[config.mk]
export PLATFORM = sky130hd
export DESIGN_NAME = car_sensor_conditioner
export DESIGN_NICKNAME = d
export VERILOG_FILES = /design/src/rtl/traffic_pkg.sv /design/src/rtl/sensor_debounce.sv /design/src/rtl/car_sensor_conditioner.sv
export SDC_FILE = /design/constraint.sdc
export NUM_CORES = 1
export LEC_CHECK = 0
export ABC_AREA = 1
export BUFFER_PORTS_ARGS = -buffer_cell sky130_fd_sc_hd__buf_2
export CORE_MARGIN = 2
export CORE_UTILIZATION = 44
export CTS_CLUSTER_SIZE = 20
export DETAILED_ROUTE_END_ITERATION = 16
export PLACE_DENSITY_LB_ADDON = 0.1
export SLEW_MARGIN = 20
export SYNTH_ARGS = -nofsm -noshare
export SYNTH_HDL_FRONTEND = slang
export SYNTH_SLANG_ARGS = --single-unit
[constraint.sdc]
create_clock -name clk -period 1.3 [get_ports clk]
set_input_delay 0.13 -clock clk [delete_from_list [all_inputs] [get_ports clk]]
set_output_delay 0.13 -clock clk [all_outputs]
set_load 0.1 [all_outputs]
[src/rtl/traffic_pkg.sv]
// traffic_pkg: lamp codes shared with the highway/country controller and conditioner FSM states
package traffic_pkg;
  typedef enum logic [1:0] {
    LAMP_RED    = 2'd0,
    LAMP_YELLOW = 2'd1,
    LAMP_GREEN  = 2'd2
  } lamp_t;
  typedef enum logic [1:0] {
    IDLE    = 2'd0,
    REQ     = 2'd1,
    SERVE   = 2'd2,
    RELEASE = 2'd3
  } cond_state_t;
endpackage

[src/rtl/sensor_debounce.sv]
// sensor_debounce: 2-flop synchroniser plus debounce of the raw loop detector
//   clk, clear_n (async active-low) ; sensor_raw (asynchronous, may glitch)
//   deb_level : debounced level ; arrival : one-cycle pulse on deb_level 0->1
module sensor_debounce #(
  parameter int DEB_CYCLES = 4
) (
  input  logic clk,
  input  logic clear_n,
  input  logic sensor_raw,
  output logic deb_level,
  output logic arrival
);
  localparam int DW = DEB_CYCLES > 1 ? $clog2(DEB_CYCLES) : 1;
  localparam logic [DW-1:0] DEB_LAST = DW'(DEB_CYCLES - 1);
  logic          s_meta;
  logic          s_sync;
  logic          deb_prev;
  logic [DW-1:0] deb_cnt;
  always_ff @(posedge clk or negedge clear_n) begin
    if (!clear_n) begin
      s_meta    <= 1'b0;
      s_sync    <= 1'b0;
      deb_prev  <= 1'b0;
      deb_level <= 1'b0;
      deb_cnt   <= '0;
    end else begin
      s_meta   <= sensor_raw;
      s_sync   <= s_meta;
      deb_prev <= deb_level;
      if (s_sync == deb_level) begin
        deb_cnt <= '0;
      end else if (deb_cnt == DEB_LAST) begin
        deb_level <= ~deb_level;
        deb_cnt   <= '0;
      end else begin
        deb_cnt <= deb_cnt + 1'b1;
      end
    end
  end
  assign arrival = deb_level & ~deb_prev;
endmodule

[src/rtl/car_sensor_conditioner.sv]
// car_sensor_conditioner: turns the country-road loop detector into the controller's car request x
//   clk, clear_n (async active-low) ; sensor_raw (raw detector) ; cntry_lamp (controller country lamp)
//   x : registered request, high in REQ and SERVE ; car_count : saturating arrival count
//   Build option CAR_COUNT_EN: enables car_count, otherwise car_count is tied to 0.
module car_sensor_conditioner
  import traffic_pkg::*;
#(
  parameter int DEB_CYCLES = 4,
  parameter int HOLD_MAX   = 16,
  parameter int CNT_W      = 8
) (
  input  logic             clk,
  input  logic             clear_n,
  input  logic             sensor_raw,
  input  logic [1:0]       cntry_lamp,
  output logic             x,
  output logic [CNT_W-1:0] car_count
);
  localparam int HW = HOLD_MAX > 1 ? $clog2(HOLD_MAX) : 1;
  localparam logic [HW-1:0] HOLD_LAST = HW'(HOLD_MAX - 1);
  logic          deb_level;
  logic          arrival;
  logic [HW-1:0] hold_cnt;
  cond_state_t   state;
  cond_state_t   state_nx;
  sensor_debounce #(.DEB_CYCLES(DEB_CYCLES)) u_deb (
    .clk        (clk),
    .clear_n    (clear_n),
    .sensor_raw (sensor_raw),
    .deb_level  (deb_level),
    .arrival    (arrival)
  );
  // Lamp code 3 is treated as non-green: only an exact GREEN match serves.
  always_comb begin
    state_nx = state;
    case (state)
      IDLE:    state_nx = (arrival || deb_level) ? REQ : IDLE;
      REQ:     state_nx = (cntry_lamp == LAMP_GREEN) ? SERVE : REQ;
      SERVE:   state_nx = (!deb_level || hold_cnt == HOLD_LAST || cntry_lamp != LAMP_GREEN) ? RELEASE : SERVE;
      RELEASE: state_nx = (cntry_lamp == LAMP_RED) ? IDLE : RELEASE;
      default: state_nx = IDLE;
    endcase
  end
  // x is registered from the next state so it changes on the same edge as state.
  always_ff @(posedge clk or negedge clear_n) begin
    if (!clear_n) begin
      state    <= IDLE;
      x        <= 1'b0;
      hold_cnt <= '0;
    end else begin
      state    <= state_nx;
      x        <= (state_nx == REQ) || (state_nx == SERVE);
      hold_cnt <= (state == SERVE && state_nx == SERVE) ? hold_cnt + 1'b1 : '0;
    end
  end
`ifdef CAR_COUNT_EN
  always_ff @(posedge clk or negedge clear_n) begin
    if (!clear_n) car_count <= '0;
    else if (arrival && !(&car_count)) car_count <= car_count + 1'b1;
  end
`else
  assign car_count = '0;
`endif
endmodule

==> results_dict.tcl, run 1 <==
set metrics [dict create \
    gr-total-overflow 0 \
    antenna_found_initial 0 \
    start_util 0.464 \
    slowest_stage "dfrtp_1" \
    cts.clk_slew.worst_paths_ns 0.07 \
    grt_max_degree 13 \
    post-route-min-period_ns 1.26 \
    track_usage 0.130 \
    first_pass_iters 2 \
    yosysWarningCount 0 \
    area_growth_pct 21.7 \
    drv_slew 0 \
    vias_per_cell 4.35 \
    rr_startpoint "hold_cnt[0]" \
    required_ns 1.49 \
    wirelength_um 864 \
    grt_pass1_vias 325 \
    setup_ws_ns 0.0395 \
    layout.cells.most_common_list "dfrtp_1 (12), conb_1 (8), nand2_1 (6)" \
    placed_cell_area_um2 626 \
    drcViolationCount 0 \
    grt_pass1_wl_um 1310 \
    synth_compound_area_frac 0.0170 \
    cp_data_arrival_time_ns 1.45 \
    cts_sinks 12 \
    reg2reg_depth 9 \
    setup.worst_path.class "reg2reg" \
    startpoint "hold_cnt[0]" \
    start_kind "flop" \
    dp_cells 82 \
    ys_seq_area_frac 0.511 \
    layout_commonest_cell "dfrtp_1" \
    holdWs_ns 0.229 \
    critical_path.most_common_cell "nand3_2" \
    synth_cell_types 17 \
    dp_hpwl_um 600 \
    worstHoldPathCells 3 \
    synthCells 60 \
    wire_per_inst_um 9.82 \
    die_h_um 40.6 \
    drt_iter0_markers 7 \
    final_area_um2 716 \
    syn_avg_cell_area_um2 9.80 \
    std_cell_rows 13 \
    p_per_area_mw_per_mm2 1940 \
    yosys-mux-area-fraction 0 \
    ir_drop_mv 1.40 \
    final_cells 88 \
    cts_tree "built" \
    r2r-end "hold_cnt[3]" \
    nets 83 \
    num_vias 383 \
    cts-buffers-inserted 3 \
    fillers 112 \
    diodes 0 \
    synthAdderAreaFrac 0.0638 \
    synth_top_family_by_area "simple AND/OR/NAND/NOR gates" \
    dieArea_mm2 0.00165 \
    coreArea_mm2 0.00127 \
    dieWidth_um 40.6 \
    gp_congestion 0.679 \
    insertion_delay_ns 0.26 \
    period_share 0.970 \
    rsz0062_at_grt "true" \
    end_kind "flop" \
    leakage_nw 0.351 \
    hold_violations 0 \
    yosys.area_share.simple 0.204 \
    drive_above_1_share 0.425 \
    hp-class "in2reg" \
    crit_end "hold_cnt[3]" \
    setup_viol 0 \
    synth_xor_area_frac 0.0447 \
    fmax_mhz 793 \
    outcome "completed" \
    drv_cap 0 \
    clock_path_buffers 2 \
    rrSetupSlack_ns 0.04 \
    fin_skew_ns 0.00211 \
    slowest_delay_ns 0.38 \
    io-pin-count 14 \
    cts-root-buf "clkbuf_4" \
    ant_nets 0 \
    utilization 0.564 \
    syn-cell-area_um2 588 \
    critPathMaxFanout 4 \
    path_cells "ha_2 > nand3_2 > nand3_2 > nand3_2 > nand2_2 > inv_2 > ha_4 > nand3_4 > nor2_1" \
    port_buffers 5 \
    ys_seq_elements 12 \
    htree_levels 1 \
    place_ws_ns -0.0883 \
]
-- cell type report --
cell class | instances | area (um2) | share of cell area
multi-input cells | 39 | 269 | 0.376
flip-flops and latches | 12 | 300 | 0.420
inverters | 8 | 30.0 | 0.0420
clock buffers | 3 | 22.5 | 0.0315
repair buffers | 11 | 75.1 | 0.105
well taps | 15 | 18.8 | 0.0262
-- per-layer routing --
| metal | part of all wire | track usage | up-vias |
|---|---|---|---|
| met5 | 0 | 0 | - |
| met4 | 0 | 0.0750 | 0 |
| met3 | 0.037 | 0.0333 | 0 |
| met2 | 0.45 | 0.190 | 7 |
| met1 | 0.51 | 0.173 | 181 |
| li1 | - | - | 195 |
-- where the power goes --
group / total, mW / leakage, nW / internal, mW / switching [mW]
Clock: 0.209 / 0.0138 / 0.107 / 0.102
Sequential: 0.526 / 0.152 / 0.463 / 0.0630
Combinational: 0.651 / 0.186 / 0.196 / 0.455
-- Yosys cell counts (all sizes together) --
cell type / number / area, um2
xnor2: 2 / 17.5
nand3: 6 / 35.0
conb: 1 / 3.75
nor2: 8 / 40.0
inv: 8 / 30.0
o21ai: 2 / 10.0
dfrtp: 12 / 300
xor2: 1 / 8.76
nor3: 1 / 10.0
buf: 8 / 60.1
nand2: 8 / 35.0
ha: 3 / 37.5
-- state kept, by name, summed over array words and instances (netlist names) --
signal           cells
u_deb.s_sync         1
u_deb.deb_level      1
x                    1
state                2
hold_cnt             4
u_deb.deb_cnt        2
u_deb.s_meta         1
-- through the flow --
step             TNS, ns  power (mW)
3_5_place_dp      -0.332        1.08
2_1_floorplan          0        1.00
6_report               0        1.39
3_3_place_gp      -0.334        1.08
4_1_cts        -0.000685        1.36
5_1_grt           -0.187        1.49
-- critical path, delay by kind of cell (launching register included) --
family | cells | cell delay, ns
AND/OR/NAND/NOR | 6 | 0.42
adder cells (fa/ha/maj) | 2 | 0.33
buffers and inverters | 1 | 0.06
flip-flops | 1 | 0.38
-- cell families (layout without fill, tap and decap cells) --
| kind of cell | count (synthesis) | after routing |
|---|---|---|
| xor gates and xnor gates | 3 | 3 |
| DFF | 12 | 12 |
| adders and majority gates | 3 | 3 |
| other | 1 | 8 |
| buffers and inverters | 16 | 22 |
| AOI/OAI and AO/OA | 2 | 2 |
| and+or+nand+nor | 23 | 23 |
-- how the worst min path moves through the flow --
stage	startpoint	endpoint	slack, ns
floorplan	clear_n	hold_cnt[0]	-0.17
global placement	clear_n	u_deb.deb_cnt[1]	0.02
detailed placement	clear_n	u_deb.deb_level	0.02
CTS	cntry_lamp[1]	state[1]	0.21
global route	cntry_lamp[1]	state[1]	0.22
finish	cntry_lamp[1]	state[1]	0.23
-- what timing repair did --
action,in CTS,in global routing
setup buffers,0,1
hold buffers,2,0
gates resized for setup,8,3
pin swaps,5,6
setup endpoints to repair,4,5
hold endpoints to repair,13,0
Power figures use the tool's default switching activity.
==> inputs of run 2 (changes only) <==
ABC_AREA = not set   (was 1)
CORE_UTILIZATION = 43   (was 44)
RECOVER_POWER = 25   (was not set)
==> results_dict.tcl, run 2 <==
set metrics [dict create \
    gr-total-overflow 0 \
    vias_per_cell 4.51 \
    dieArea_mm2 0.00161 \
    start_kind "flop" \
    fillers 109 \
    io-pin-count 14 \
    slew_headroom 0.589 \
    track_usage 0.154 \
    synth_xor_area_frac 0.0467 \
    final_cells 81 \
    yosysTopAreaCell "dfrtp_1" \
    drive_above_1_share 0.333 \
    insertion_delay_ns 0.27 \
    cts_tree "built" \
    port_buffers 5 \
    die_h_um 40.2 \
    drv_cap 0 \
    syn-cell-area_um2 563 \
    ys_seq_area_frac 0.533 \
    rsz0062_at_grt "true" \
    critPathMaxFanout 5 \
    synthCells 49 \
    grt_max_degree 13 \
    synth_top_family_by_area "simple AND/OR/NAND/NOR gates" \
    power.switching_uw 583 \
    clock_path_buffers 2 \
    syn_avg_cell_area_um2 11.5 \
    layout.cells.most_common_list "dfrtp_1 (11), conb_1 (8), buf_4 (7)" \
    cts-buffers-inserted 3 \
    synthTopCellsByArea "dfrtp_1 (53%), buf_4 (11%), ha_1 (6.7%)" \
    cp_data_arrival_time_ns 1.70 \
    synthAdderAreaFrac 0.0667 \
    required_ns 1.50 \
    fin_skew_ns 0.00504 \
    clkPwrFrac 0.204 \
    dp_cells 73 \
    setup_ws_ns -0.206 \
    setup_viol 5 \
    outcome "finished, violations left" \
    diodes 0 \
    hp-class "in2reg" \
    first_pass_iters 2 \
    drcViolationCount 0 \
    post-route-min-period_ns 1.51 \
    synth_ff_type "dfrtp_1" \
    combPwrFrac 0.422 \
    placed_cell_area_um2 613 \
    swShare 0.404 \
    violations "negative setup slack" \
    drv_slew 0 \
    wire_per_inst_um 11.5 \
    synth_edf_count 0 \
    power_mw 1.45 \
    yosys.area_share.simple 0.133 \
    layout_commonest_cell "dfrtp_1" \
    regMostFlops "hold_cnt" \
    hold_violations 0 \
    cts-root-buf "clkbuf_4" \
    tns_ns -0.844 \
    ir_drop_mv 1.20 \
    tightest_slew_ns 0.617 \
    num_vias 365 \
    synth_compound_area_frac 0.0533 \
    postSynth.asyncResetShare 1.00 \
    period_share 1.16 \
    p_per_area_mw_per_mm2 2020 \
    wirelength_um 934 \
    yosysMostFrequentCell "dfrtp_1" \
    gp_congestion 0.678 \
    setup.worst_path.class "reg2reg" \
    htree_levels 1 \
    drt_iter0_markers 5 \
    dp_hpwl_um 666 \
    yosys-mux-area-fraction 0.0400 \
    dieWidth_um 40.2 \
    netlist.area_leader.share 0.533 \
    synth_commonest_cells "dfrtp_1 (12), buf_4 (8), nor2_1 (5), ha_1 (3)" \
    p_int_uw 862 \
    end_kind "flop" \
    std_cell_rows 13 \
    area_growth_pct 26.9 \
    grt_pass1_wl_um 1440 \
    coreArea_mm2 0.00127 \
    cts.clk_slew.worst_paths_ns 0.08 \
    cts_sinks 12 \
    ys_seq_elements 12 \
    ant_nets 0 \
    fmax_mhz 664 \
    seqPwrFrac 0.374 \
    place_ws_ns -0.231 \
    final_area_um2 714 \
    leakage_nw 0.343 \
    antenna_found_initial 0 \
    start_util 0.444 \
    biggestRegsByFlops "hold_cnt x4, state x2, u_deb.deb_cnt x2" \
    holdWs_ns 0.142 \
    yosysWarningCount 0 \
    grt_pass1_vias 340 \
    largest_reg_flops 4 \
    utilization 0.563 \
    nets 75 \
    synth_cell_types 20 \
]
## run 2: changes by cell type in the layout (fill, tap and decap cells not counted), sizes merged, moves of 3 or more
cell | before | now
nand2 | 8 | 0
nor2 | 8 | 5
inv | 8 | 2
nand3 | 6 | 2
## run 2: cells by family after synthesis
| group | Yosys count |
|---|---|
| buf+inv | 10 |
| mux | 2 |
| other cells | 1 |
| simple gates | 14 |
| fa+ha+maj | 3 |
| xor+xnor | 3 |
| compound gates | 4 |
| flops | 12 |
## run 2: layout make-up
type | count | area [um2] | area share
Clock buffer | 4 | 36.3 | 0.0508
Timing Repair Buffer | 14 | 96.3 | 0.135
Inverter | 2 | 7.51 | 0.0105
Multi-Input combinational cell | 34 | 254 | 0.356
Sequential cell | 12 | 302 | 0.422
Tap cell | 15 | 18.8 | 0.0263
## run 2: per-layer routing
metal,share of wire,GRT usage
met1,0.42,0.171
met3,0.046,0.0500
met2,0.53,0.226
met5,0,0
met4,0,0.150
## run 2: final timing paths
check                      cells past startpoint          start      endpoint  slack [ns]
setup / recovery                               6       state[0]   hold_cnt[2]       -0.21
hold / removal                                 2  cntry_lamp[1]      state[1]        0.14
setup reg to reg                               6       state[0]   hold_cnt[2]       -0.21
hold reg to reg                                0   u_deb.s_meta  u_deb.s_sync        0.36
max in group asynchronous                      2        clear_n      state[0]        0.49
min in group asynchronous                      2        clear_n      state[1]        0.37
## run 2: what timing repair did
action	4_1_cts	5_1_grt
hold buffers	2	0
setup endpoints to repair	5	5
endpoints found under the hold margin	13	0
pin swaps	5	6
gates resized for setup	7	1
setup buffers	1	1
## run 2: power groups by stage
stage                     clock (mW)  sequential, mW  combinational (mW)
after CTS                      0.309           0.532               0.582
final                          0.295           0.540               0.610
after global placement             0           0.522               0.508
after floorplan                    0           0.647               0.288
after global routing           0.316           0.553               0.658
after detailed placement           0           0.526               0.518
## run 2: worst max-delay path: stages, from the launching register on
cell      delay (ns)
dfrtp_2         0.44
o31ai_4         0.26
o31ai_2         0.11
a31oi_1         0.17
ha_1            0.16
nand3b_1        0.15
nor2_1          0.14
